## config.mk

```make
export PLATFORM = sky130hd
export DESIGN_NAME = fu_arbiter
export DESIGN_NICKNAME = d
export VERILOG_FILES = /design/src/rtl/fu_arbiter.sv
export SDC_FILE = /design/constraint.sdc
export NUM_CORES = 1
export LEC_CHECK = 0
export CAP_MARGIN = 25
export CELL_PAD_IN_SITES_DETAIL_PLACEMENT = 1
export CELL_PAD_IN_SITES_GLOBAL_PLACEMENT = 2
export CORE_MARGIN = 2
export CORE_UTILIZATION = 20
export DETAILED_ROUTE_END_ITERATION = 16
export PLACE_DENSITY = 0.85
export SYNTH_ARGS = -nofsm -noshare
export SYNTH_HDL_FRONTEND = slang
export SYNTH_SLANG_ARGS = --single-unit
```

## constraint.sdc

```tcl
create_clock -name clk -period 2.3 [get_ports clk]
set_input_delay 0.69 -clock clk [delete_from_list [all_inputs] [get_ports clk]]
set_output_delay 0.69 -clock clk [all_outputs]
set_load 0.005 [all_outputs]
```

## src/rtl/fu_arbiter.sv

```systemverilog
// Round-robin arbiter sharing one combinational FU between two requesters.
// Each op is accepted in IDLE, runs for one EXEC cycle and is returned on a response channel.
module fu_arbiter #(
    parameter int SIZE = 32,
    parameter int SHW  = $clog2(SIZE),
    parameter int OPW  = 9 + SHW
) (
    input  logic            clk,
    input  logic            rst,
    input  logic [1:0]      req_valid,
    output logic [1:0]      req_ready,
    input  logic [SIZE-1:0] req0_a,
    input  logic [SIZE-1:0] req0_b,
    input  logic [OPW-1:0]  req0_op,
    input  logic [SIZE-1:0] req1_a,
    input  logic [SIZE-1:0] req1_b,
    input  logic [OPW-1:0]  req1_op,
    output logic [SIZE-1:0] fu_a,
    output logic [SIZE-1:0] fu_b,
    output logic [OPW-1:0]  fu_op,
    input  logic [SIZE-1:0] fu_f,
    input  logic [3:0]      fu_flags,
    output logic            rsp_valid,
    input  logic            rsp_ready,
    output logic            rsp_id,
    output logic [SIZE-1:0] rsp_data,
    output logic [3:0]      rsp_flags,
    output logic            busy
);

    localparam logic [1:0] IDLE = 2'd0;
    localparam logic [1:0] EXEC = 2'd1;
    localparam logic [1:0] RESP = 2'd2;

    logic [1:0]      state_q, state_d;
    logic            last_gnt_q, last_gnt_d;
    logic [SIZE-1:0] fu_a_q, fu_a_d;
    logic [SIZE-1:0] fu_b_q, fu_b_d;
    logic [OPW-1:0]  fu_op_q, fu_op_d;
    logic            rsp_valid_q, rsp_valid_d;
    logic            rsp_id_q, rsp_id_d;
    logic [SIZE-1:0] rsp_data_q, rsp_data_d;
    logic [3:0]      rsp_flags_q, rsp_flags_d;
    logic            gnt_id;
    logic            req_hs;

    // On a tie, the requester that did not win last time gets ready.
    always_comb begin
        req_ready = 2'b00;
        if (state_q == IDLE) begin
            case (req_valid)
                2'b01:   req_ready = 2'b01;
                2'b10:   req_ready = 2'b10;
                2'b11:   req_ready = last_gnt_q ? 2'b01 : 2'b10;
                default: req_ready = 2'b00;
            endcase
        end
    end

    assign gnt_id = req_ready[1];
    assign req_hs = |(req_valid & req_ready);

    always_comb begin
        state_d     = state_q;
        last_gnt_d  = last_gnt_q;
        fu_a_d      = fu_a_q;
        fu_b_d      = fu_b_q;
        fu_op_d     = fu_op_q;
        rsp_valid_d = rsp_valid_q;
        rsp_id_d    = rsp_id_q;
        rsp_data_d  = rsp_data_q;
        rsp_flags_d = rsp_flags_q;
        case (state_q)
            IDLE: begin
                if (req_hs) begin
                    state_d    = EXEC;
                    last_gnt_d = gnt_id;
                    rsp_id_d   = gnt_id;
                    fu_a_d     = gnt_id ? req1_a : req0_a;
                    fu_b_d     = gnt_id ? req1_b : req0_b;
                    fu_op_d    = gnt_id ? req1_op : req0_op;
                end
            end
            EXEC: begin
                state_d     = RESP;
                rsp_data_d  = fu_f;
                rsp_flags_d = fu_flags;
                rsp_valid_d = 1'b1;
            end
            RESP: begin
                if (rsp_ready) begin
                    state_d     = IDLE;
                    rsp_valid_d = 1'b0;
                end
            end
            default: state_d = IDLE;
        endcase
    end

    always_ff @(posedge clk) begin
        if (rst) begin
            state_q     <= IDLE;
            last_gnt_q  <= 1'b1;
            fu_a_q      <= '0;
            fu_b_q      <= '0;
            fu_op_q     <= '0;
            rsp_valid_q <= 1'b0;
            rsp_id_q    <= 1'b0;
            rsp_data_q  <= '0;
            rsp_flags_q <= '0;
        end else begin
            state_q     <= state_d;
            last_gnt_q  <= last_gnt_d;
            fu_a_q      <= fu_a_d;
            fu_b_q      <= fu_b_d;
            fu_op_q     <= fu_op_d;
            rsp_valid_q <= rsp_valid_d;
            rsp_id_q    <= rsp_id_d;
            rsp_data_q  <= rsp_data_d;
            rsp_flags_q <= rsp_flags_d;
        end
    end

    assign fu_a      = fu_a_q;
    assign fu_b      = fu_b_q;
    assign fu_op     = fu_op_q;
    assign rsp_valid = rsp_valid_q;
    assign rsp_id    = rsp_id_q;
    assign rsp_data  = rsp_data_q;
    assign rsp_flags = rsp_flags_q;
    assign busy      = (state_q != IDLE);

endmodule

```

==> flow_summary.yaml <==
outcome:
  run_status: "completed"
global_route:
  groute.usage.overall: 0.175
  grt_pass1_vias: 6613
  first_pass_grt_wire_length_um: 38800
  grt_overflow: 0
  antenna_found_initial: 2
  largest_net_degree_at_the_start_of_global_routing: 103
worst_hold_path:
  hp-start: "rsp_flags[3]"
  worstHoldPathCells: 2
  min_to: "rsp_flags[3]"
  hold_class: "flip-flop to flip-flop"
floorplan:
  row_count: 59
  starting_utilization_of_the_core_area: 0.205
  chipHeight_um: 168
  coreArea_mm2: 0.0262
  die_x_um: 168
  ioPinCount: 316
  dieArea_mm2: 0.0281
power:
  ir_worst_vdd_v: 0.000342
  combinational_cell_fraction_of_total_power: 0.255
  power.net_switching_mw: 2.13
  power.sequential.fraction: 0.333
  share_clk_of_total_power: 0.413
  leakagePower_nw: 3.23
  design_power_total_mw: 7.26
  p_int_mw: 5.12
  power_density_mw_per_mm2: 766
  power_switching_share: 0.294
worst_setup_path:
  cp_data_required_time_ps: 1610
  critical_path.reg2reg.startpoint: "last_gnt_q"
  worst_path_largest_cell_delay_ps: 550
  timing_worst_setup_path_type: "flip-flop to primary output"
  cp_slowest_cell: "sky130_fd_sc_hd__clkdlybuf4s50_1"
  worstPathArrival_ps: 1510
  reg2reg_slack_ps: 430
  worstSetupStartpointType: "flip-flop"
  crit_path_cell_trace: "nor2_4 -> inv_2 -> clkdlybuf4s50_1"
  crit-reg2reg-capture: "fu_b[12]"
  worst-r2r-cell-count: 4
  critPathCaptureType: "primary output"
  path_max_fanout: 6
synth:
  synth_top_area_cell: "sky130_fd_sc_hd__dfxtp_1"
  ys_types: 28
  syn-cell-area_mm2: 0.00536
  synth_seq_area_share: 0.444
  netlist_instances: 651
  synthDominantCellAreaShare: 0.444
  synth-warning-count: 0
  synth_fp_nets: 848
  synth_area_leaders: "sky130_fd_sc_hd__dfxtp_1 44%, sky130_fd_sc_hd__a311oi_1 13%, sky130_fd_sc_hd__a21oi_1 11%, sky130_fd_sc_hd__nand4_1 9.1%, sky130_fd_sc_hd__o21ai_0 6.9%"
  synth.ff_latch_count: 119
  average_instance_area_after_synthesis_um2: 8.24
sta:
  fin_worst_skew_ps: 15.8
  fin_crit_ps: 2200
  grt_setup_unrepaired: "false"
  slew_viol_final: 0
  relSlewSlack: 0.334
  hold_slack_ps: 453
  timing.final.hold_violations: 0
  max_slew.worst_pin.slew_ps: 999
  fmaxAchievable_mhz: 455
  setup_viol: 0
  min_period_over_period: 0.956
cts:
  numCtsBuffers: 17
  post_cts_setup_buffers: 0
  htreeDepth: 4
  tritoncts: "yes"
  clk_root_buffer_cell: "sky130_fd_sc_hd__clkbuf_16"
  hold_buffers: 0
  worst_skew_pair.late_latency_ps: 420
  clockBufferDepth: 2
  clk_pin_slew_worst_paths_ps: 60
  total_number_of_clock_tree_sinks: 119
placed_design:
  final_wtd_congestion: 0.751
  dp_cells: 1239
  port_buffers: 315
  hpwlAfterDp_um: 16200
final_layout:
  number_of_nets_in_the_layout: 1121
  final_util: 0.361
  post_route_cells_drive_above_1_share: 0.0758
  syn2layout_area_growth_pct: 76.6
  final-instance-count-excl-fill: 1273
detailed_routing:
  detailed_route_wl_um: 25200
  wl_per_cell_um: 19.8
  dr.first_iter.drc_count: 324
  antenna_left: 0
  drc: 0
  route.detailed.vias_per_inst: 5.06
  dr_total_vias: 6436
  drtPass1Iterations: 4
job:
  drv.max_cap_violation_count: 0
-- repair_timing --
action / in CTS / in global routing
gates resized for setup: 4 / 1
gates cloned: 0 / 0
endpoints found under the setup margin: 3 / 1
endpoints found under the hold margin: 0 / 0
pin swaps: 0 / 0
-- through the flow --
| step | worst slack (ps) | setup TNS (ps) | cell area [um2] |
|---|---|---|---|
| after floorplan | 202 | 0 | 5360 |
| after global placement | -390 | -22680 | 8800 |
| after detailed placement | -414 | -25520 | 8800 |
| after CTS | 9.46 | 0 | 9440 |
| after global routing | 17.8 | 0 | 9470 |
| final | 101 | 0 | 9470 |
-- worst max-delay path by stage --
stage | startpoint | slack (ps) | end
finish | state_q[0] | 100 | busy
detailed placement | req_valid[0] | -410 | fu_b[12]
global placement | req_valid[0] | -390 | req_ready[1]
floorplan | req_valid[1] | 200 | req_ready[0]
global route | state_q[0] | 20 | busy
CTS | state_q[1] | 9 | busy
-- sequential cells by signal, summed over array words and instances, names as in the netlist --
name / count
fu_op: 14
fu_a: 32
rsp_valid: 1
rsp_data: 32
state_q: 2
fu_b: 32
rsp_id: 1
last_gnt_q: 1
rsp_flags: 4
-- power groups by stage --
stage / registers, mW / logic (mW) / clock network [mW]
floorplan: 2.47 / 0.751 / 0
global placement: 2.45 / 1.85 / 0
detailed placement: 2.46 / 1.86 / 0
CTS: 2.42 / 1.86 / 3.08
global route: 2.44 / 2.00 / 3.18
finish: 2.41 / 1.85 / 3.00
-- cells in the mapped netlist (all sizes together) --
cell    number
inv          3
nand4       78
nand2b       1
a21oi      116
dfxtp      119
buf         49
nor2         6
nand3        1
or3b         1
nand3b       1
or2          1
and2b        1
o21ai       81
a211o        2
clkbuf      39
nand2       74
a311oi      78
-- metal layers --
layer,vias up,GRT usage,part of all wire
met5,-,0,0.00063
met4,2,0.0631,0.025
met3,38,0.0674,0.081
met2,247,0.282,0.47
met1,3115,0.213,0.43
li1,3034,-,-
-- critical path: cells and delay by family, from the launching register on --
kind / cells / cell delay, ps
and+or+nand+nor: 1 / 60
buffers and inverters: 2 / 640
DFF: 1 / 390
-- layout by cell type (no fill, tap or decap), drive strengths merged --
master,Yosys,final
clkdlybuf4s50,0,310
nand3b,1,1
nand2b,1,1
buf,49,29
nor2,6,6
inv,3,9
nand2,74,74
dlygate4sd2,0,3
and2b,1,1
dfxtp,119,119
a21oi,116,116
o21ai,81,81
clkinv,0,5
a211o,2,2
diode,0,1
bufinv,0,4
nand3,1,1
nand4,78,78
or3b,1,1
clkbuf,39,17
or2,1,1
a311oi,78,78
-- area by class of cell --
type | count | area (um2)
antenna | 1 | 2.50
clock buffer | 17 | 425
clock inverter | 15 | 215
fill | 3021 | 16700
inverter | 3 | 11.3
multi-input combinational | 441 | 2540
sequential | 119 | 2380
tap | 335 | 419
timing repair buffer | 342 | 3480
-- cell families after synthesis --
logic type | Yosys count | share of synthesized area
compound gates | 277 | 0.315
flops | 119 | 0.444
buf+inv | 91 | 0.0842
simple gates | 164 | 0.157
(Power assumes the default switching activity.)
